**src/rtl/analog_interface.sv**
```systemverilog
// -----------------------------------------------------------------------------
// analog_interface
// Capture-control front end of the oscilloscope. Generates the ADC sample
// clock (clk/2), decimates the sample stream, drives the write port of the
// circular trace RAM, arms/detects the trigger on channel 1 or 2 and reports
// capture completion to the register block.
//
// Ports
//   clk           in   system clock (only clock)
//   rst           in   synchronous active-high reset
//   trig1/trig2   in   asynchronous trigger comparator outputs
//   decimator     in   store one sample every 2^decimator ADC samples
//   trig_cfg      in   [5] cap_done, [4] edge (1 rising), [3:2] mode, [0] src
//   trig_pos      in   number of pre-trigger samples
//   adc_clk       out  ADC conversion clock
//   en / we       out  trace RAM enable / write enable (one-clk store pulse)
//   addr          out  trace RAM write address
//   trace_end     out  address of the last sample of the completed capture
//   set_cap_done  out  one-cycle completion pulse
// -----------------------------------------------------------------------------
module analog_interface #(
    parameter int ENTRIES      = 512,
    parameter int AUTO_TIMEOUT = 512
) (
    input  logic                       clk,
    input  logic                       rst,
    input  logic                       trig1,
    input  logic                       trig2,
    input  logic [3:0]                 decimator,
    input  logic [7:0]                 trig_cfg,
    input  logic [$clog2(ENTRIES)-1:0] trig_pos,
    output logic                       adc_clk,
    output logic                       en,
    output logic                       we,
    output logic [$clog2(ENTRIES)-1:0] addr,
    output logic [$clog2(ENTRIES)-1:0] trace_end,
    output logic                       set_cap_done
);

    localparam int AW = $clog2(ENTRIES);
    // Store counter must hold the larger of ENTRIES and AUTO_TIMEOUT.
    localparam int CW = $clog2(((ENTRIES > AUTO_TIMEOUT) ? ENTRIES : AUTO_TIMEOUT) + 1);

    typedef enum logic [2:0] {
        S_IDLE     = 3'd0,
        S_PRETRIG  = 3'd1,
        S_ARMED    = 3'd2,
        S_POSTTRIG = 3'd3,
        S_DONE     = 3'd4
    } state_t;

    state_t          state_q, state_d;
    logic            adc_clk_q;
    logic [15:0]     dec_q, dec_d;
    logic [CW-1:0]   cnt_q, cnt_d;
    logic [AW-1:0]   pos_q, pos_d;
    logic            sync1_q, sync2_q, prev_q;
    logic [AW-1:0]   addr_q, addr_d;
    logic [AW-1:0]   trace_end_q, trace_end_d;
    logic            en_q, en_d;
    logic            set_cap_done_q, set_cap_done_d;
    logic            armed_q, armed_d;
    logic            triggered_q, triggered_d;

    logic            mode_stop_s, mode_auto_s, trig_sel_s, tick_s, capturing_s;
    logic            store_s, edge_s, start_s;
    logic [15:0]     dec_mask_s;
    logic [CW-1:0]   cnt_inc_s, post_target_s;
    logic            unused_cfg_s;

    assign unused_cfg_s  = ^{trig_cfg[7:6], trig_cfg[1]};
    assign mode_stop_s   = (trig_cfg[3:2] == 2'b00);
    assign mode_auto_s   = (trig_cfg[3:2] == 2'b10);
    assign trig_sel_s    = trig_cfg[0] ? trig2 : trig1;
    // adc_clk rises at the end of every cycle in which it is currently low.
    assign tick_s        = ~adc_clk_q;
    assign dec_mask_s    = (16'd1 << decimator) - 16'd1;
    assign capturing_s   = (state_q == S_PRETRIG) || (state_q == S_ARMED) ||
                           (state_q == S_POSTTRIG);
    // Suppressing the store when mode drops to stop keeps a pending write out of IDLE.
    assign store_s       = tick_s && capturing_s && !mode_stop_s &&
                           ((dec_q & dec_mask_s) == 16'd0);
    assign edge_s        = trig_cfg[4] ? (sync2_q & ~prev_q) : (~sync2_q & prev_q);
    // Store count including the store (if any) completing in this cycle.
    assign cnt_inc_s     = cnt_q + {{(CW-1){1'b0}}, en_q};
    assign post_target_s = CW'(ENTRIES) - CW'(pos_q);
    assign start_s       = (state_q == S_IDLE) && (state_d == S_PRETRIG);

    // State register.
    always_ff @(posedge clk) begin
        if (rst) begin
            state_q <= S_IDLE;
        end else begin
            state_q <= state_d;
        end
    end

    // Next-state logic of the capture sequencer.
    always_comb begin
        state_d = state_q;
        case (state_q)
            S_IDLE: begin
                if (!mode_stop_s && !trig_cfg[5]) state_d = S_PRETRIG;
                else                              state_d = S_IDLE;
            end
            S_PRETRIG: begin
                if (mode_stop_s)                   state_d = S_IDLE;
                else if (cnt_inc_s >= CW'(pos_q))  state_d = S_ARMED;
                else                               state_d = S_PRETRIG;
            end
            S_ARMED: begin
                if (mode_stop_s)                   state_d = S_IDLE;
                else if (edge_s)                   state_d = S_POSTTRIG;
                else if (mode_auto_s && (cnt_inc_s >= CW'(AUTO_TIMEOUT)))
                                                   state_d = S_POSTTRIG;
                else                               state_d = S_ARMED;
            end
            S_POSTTRIG: begin
                if (cnt_inc_s >= post_target_s)    state_d = S_DONE;
                else                               state_d = S_POSTTRIG;
            end
            S_DONE:  state_d = S_IDLE;
            default: state_d = S_IDLE;
        endcase
    end

    // Next values of registered outputs and status flags.
    always_comb begin
        en_d           = store_s;
        armed_d        = (state_d == S_ARMED);
        triggered_d    = (state_d == S_POSTTRIG);
        set_cap_done_d = (state_q == S_POSTTRIG) && (state_d == S_DONE);
    end

    // Next values of the datapath registers.
    always_comb begin
        dec_d       = dec_q;
        cnt_d       = cnt_q;
        pos_d       = pos_q;
        addr_d      = addr_q;
        trace_end_d = trace_end_q;
        if (start_s)     dec_d = 16'd0;
        else if (tick_s) dec_d = dec_q + 16'd1;
        else             dec_d = dec_q;
        // Store count restarts on every state change; each phase counts its own stores.
        if (state_d != state_q) cnt_d = '0;
        else if (capturing_s)   cnt_d = cnt_inc_s;
        else                    cnt_d = cnt_q;
        if (start_s) pos_d = trig_pos;
        else         pos_d = pos_q;
        // Address advances after the store that used it.
        if (en_q) addr_d = addr_q + {{(AW-1){1'b0}}, 1'b1};
        else      addr_d = addr_q;
        if (set_cap_done_d) trace_end_d = addr_q;
        else                trace_end_d = trace_end_q;
    end

    // Datapath, synchronizer and output registers.
    always_ff @(posedge clk) begin
        if (rst) begin
            adc_clk_q      <= 1'b0;
            dec_q          <= 16'd0;
            cnt_q          <= '0;
            pos_q          <= '0;
            sync1_q        <= 1'b0;
            sync2_q        <= 1'b0;
            prev_q         <= 1'b0;
            addr_q         <= '0;
            trace_end_q    <= '0;
            en_q           <= 1'b0;
            set_cap_done_q <= 1'b0;
            armed_q        <= 1'b0;
            triggered_q    <= 1'b0;
        end else begin
            adc_clk_q      <= ~adc_clk_q;
            dec_q          <= dec_d;
            cnt_q          <= cnt_d;
            pos_q          <= pos_d;
            sync1_q        <= trig_sel_s;
            sync2_q        <= sync1_q;
            prev_q         <= sync2_q;
            addr_q         <= addr_d;
            trace_end_q    <= trace_end_d;
            en_q           <= en_d;
            set_cap_done_q <= set_cap_done_d;
            armed_q        <= armed_d;
            triggered_q    <= triggered_d;
        end
    end

    assign adc_clk      = adc_clk_q;
    assign en           = en_q;
    assign we           = en_q;
    assign addr         = addr_q;
    assign trace_end    = trace_end_q;
    assign set_cap_done = set_cap_done_q;

endmodule

```
**config.mk**
```make
export PLATFORM = sky130hd
export DESIGN_NAME = analog_interface
export DESIGN_NICKNAME = d
export VERILOG_FILES = /design/src/rtl/analog_interface.sv
export SDC_FILE = /design/constraint.sdc
export NUM_CORES = 1
export LEC_CHECK = 0
export ABC_CLOCK_PERIOD_IN_PS = 3180
export BUFFER_PORTS_ARGS = -buffer_cell sky130_fd_sc_hd__buf_2
export CAP_MARGIN = 20
export CELL_PAD_IN_SITES_DETAIL_PLACEMENT = 1
export CELL_PAD_IN_SITES_GLOBAL_PLACEMENT = 1
export CORE_UTILIZATION = 44
export DETAILED_ROUTE_END_ITERATION = 10
export GPL_TIMING_DRIVEN = 0
export PLACE_DENSITY_LB_ADDON = 0.1
export SYNTH_ARGS = -nofsm -noshare
export SYNTH_HDL_FRONTEND = slang
export SYNTH_SLANG_ARGS = --single-unit
export TNS_END_PERCENT = 20
```
**constraint.sdc**
```tcl
create_clock -name clk -period 3.18 [get_ports clk]
set_input_delay 0.636 -clock clk [delete_from_list [all_inputs] [get_ports clk]]
set_output_delay 0.636 -clock clk [all_outputs]
set_load 0.02 [all_outputs]
```
==> flow_summary.ini <==
[run_status]
status = completed

[setup_path]
reg2reg_slack_ns = 0.20
r2r_cells = 11
crit_slowest_cell = dfxtp_4
arrival_ns = 3.24
path_buf_inv = 1
crit_path_max_fanout = 4
cp_cell_sequence = ha_4 > nand3_1 > xnor2_1 > ha_1 > a21o_1 > maj3_1 > a221oi_2 > or4_4 > o2111ai_2 > buf_4 > a21oi_1
critPathTopFamily = adder cells
r2r-end = cnt_q[1]$_SDFFE_PP0N_
r2r-start = en$_SDFF_PP0_
slowest_delay_ns = 0.40
startpoint_type = flip-flop
critPathKind = reg2reg
worstPathRequired_ns = 3.44
end_kind = flip-flop

[timing]
fin_skew_ns = 0.0129
min_period_ns = 2.98
hold_viol_final = 0
finalCritPeriodShare_pct = 93.6
setup_viol = 0
relSlewSlack_pct = 61.5
max_freq_mhz = 336
slew_violations = 0
setup_ws_ns = 0.204
hold_slack_ns = 0.459
tightest_slew_ns = 0.578

[route]
wl_per_cell_um = 15.5
drt_iter0_drc = 77
routed-via-count = 3119
via_per_inst = 5.44
drc = 0
drtPass1Iterations = 4
wirelength_um = 8890
ant_nets = 0

[run]
drv_cap = 0

[grt]
grt_overflow_total = 0
antenna_found_initial = 0
grt_use_total_pct = 22.5
grt_pass1_wl_um = 14700
grt_pass1_vias = 3121
grt_start_max_net_pins = 13

[logic_synthesis]
async_reset_ff_share_pct = 0
synth_compound_area_share_pct = 15.7
synthSimpleGateAreaFrac_pct = 22.3
syn_area_sq_um = 3530
synth_fa_ha_area_share_pct = 8.09
synth_edf_count = 0
netlist_instances = 407
yosys_warnings = 0
synthDistinctLibCells = 59
synth_flop_cell = dfxtp_1
synth-xor-area-share_pct = 11.5
synth_mux_area_share_pct = 3.40
avgSynthCellArea_sq_um = 8.67
seq_area_frac_synth_pct = 34.6
syn-num-nets = 454
synth_seq_cells = 61
synth_top_family_by_area = simple AND/OR/NAND/NOR gates

[cts]
cts_tree = yes
clock_latency_ns = 0.34
cts_sinks = 61
htreeDepth = 3
ctsRootBufferMaster = clkbuf_8
clkTransAtPathRegs_ns = 0.08
cts_inserted_buffers = 9
clock_path_buffers = 2

[placed_design]
dp_hpwl_um = 6640
place_congestion = 0.796
placed_cell_area_sq_um = 3870
dpl_worst_slack_ns = -0.411
io_buffers = 42

[die]
die_x_um = 91.6
die_h_um = 91.6
fp.dieArea_sq_um = 8380
io_pins = 47
start_util_pct = 45.7
row_count = 32
fp.coreArea_sq_um = 7730

[layout]
layout.nets = 513
stdcell_area_sq_um = 4170
antennaDiodeCount = 0
drive_gt1_share_pct = 20.2
area_growth_pct = 18.0

[min_path]
hp-start = sync1_q$_SDFF_PP0_
hold_depth = 1
hp-class = reg2reg
whs_endpoint = sync2_q$_SDFF_PP0_

[pwr]
power_density_nw_per_um2 = 416
p_leak_nw = 1.70
irDropWorstVdd_mv = 0.239
total_power_mw = 1.73
## logic make-up after synthesis
logic type / count (synthesis)
adders and majority gates: 23
muxes: 12
AOI/OAI and AO/OA: 80
buffers and inverters: 36
and+or+nand+nor: 152
DFF: 61
xor gates and xnor gates: 43
## what timing repair did
action,in CTS,in global routing
resized for setup,9,5
pin swaps,3,4
setup buffers,4,2
hold buffers,0,0
setup endpoints to repair,13,18
## power by group
group          internal [mW]  switching (mW)
sequential             0.780          0.0251
clock                  0.310           0.349
combinational          0.121           0.147
total                   1.21           0.520
## layout make-up
| cell class | instances | area [sq um] |
|---|---|---|
| sequential | 61 | 1220 |
| inverter | 16 | 60.1 |
| timing repair buffer | 48 | 255 |
| clock inverter | 6 | 47.5 |
| tap | 102 | 128 |
| multi-input combinational | 310 | 2220 |
| clock buffer | 10 | 138 |
| buffer | 20 | 91.3 |
| fill | 942 | 3560 |
## worst max path at each step
stage                             start                    end  slack [ns]  depth (start not counted)
after detailed placement  en$_SDFF_PP0_  cnt_q[9]$_SDFFE_PP0N_       -0.41                         14
after global routing      en$_SDFF_PP0_  cnt_q[1]$_SDFFE_PP0N_      -0.003                         15
after CTS                 en$_SDFF_PP0_  cnt_q[5]$_SDFFE_PP0N_      0.0001                         15
after floorplan           en$_SDFF_PP0_  cnt_q[9]$_SDFFE_PP0N_        0.20                         14
after global placement    en$_SDFF_PP0_  cnt_q[9]$_SDFFE_PP0N_       -0.31                         14
final                     en$_SDFF_PP0_  cnt_q[1]$_SDFFE_PP0N_        0.20                         11
## synth_stat cells (2+ instances only)
cell type | instances | area (sq um)
nor2b_1 | 5 | 31.3
nor2_1 | 53 | 199
nand4b_1 | 2 | 17.5
o21bai_1 | 2 | 15.0
a21oi_2 | 3 | 26.3
o21ai_0 | 15 | 75.1
nand4_1 | 11 | 68.8
nor3_1 | 6 | 30.0
buf_1 | 2 | 7.51
or3_1 | 8 | 50.1
and3_1 | 4 | 25.0
or2_2 | 2 | 12.5
ha_1 | 22 | 275
a21o_1 | 6 | 45.0
buf_2 | 4 | 20.0
clkbuf_1 | 12 | 45.0
dfxtp_1 | 61 | 1220
xnor2_2 | 3 | 48.8
a211oi_1 | 2 | 15.0
a221oi_1 | 2 | 17.5
mux2i_1 | 12 | 120
nand2_1 | 21 | 78.8
nand2b_1 | 5 | 31.3
inv_1 | 16 | 60.1
xnor2_1 | 17 | 149
o211ai_1 | 2 | 15.0
xor2_1 | 22 | 193
a21oi_1 | 25 | 125
nand3_1 | 23 | 115
a21bo_1 | 9 | 90.1
and4_1 | 2 | 17.5
## cell usage in the layout (no fill, tap or decap), types with 3 or more instances in the layout
cell,instances
o21ai_0,14
xnor2_1,16
nor2b_1,5
a21bo_1,9
and3_1,4
clkinv_4,3
xnor2_2,3
dfxtp_1,60
clkbuf_1,12
a21oi_2,3
inv_1,15
clkbuf_8,10
nand4_1,11
nand2_1,21
buf_2,46
nand2b_1,5
xor2_1,22
ha_1,20
nand3_1,22
mux2i_1,12
nor2_1,52
a21oi_1,25
a21o_1,6
buf_4,7
or3_1,8
nor3_1,6
## metal layers
metal,routed length [um],track usage [%],vias up
li1,-,-,1553
met1,4000,26.6,1507
met2,4520,39.8,48
met3,240,4.69,11
met4,134,8.20,0
met5,0,0,-
## sequential cells by signal, indices dropped and copies added (netlist names), 3 cells and up
signal and cells:
cnt_q 10, trace_end 9, state_q 3, addr 9, pos_q 9, dec_q 15
## stage by stage
step           setup TNS (ns)  util (%)  std cells
6_report                    0      53.9        573
3_3_place_gp            -2.25      50.0        551
2_1_floorplan               0         -        407
5_1_grt              -0.00316      53.9        573
4_1_cts                     0      53.3        571
3_5_place_dp            -3.19      50.0        551
Power figures use the tool's default switching activity.
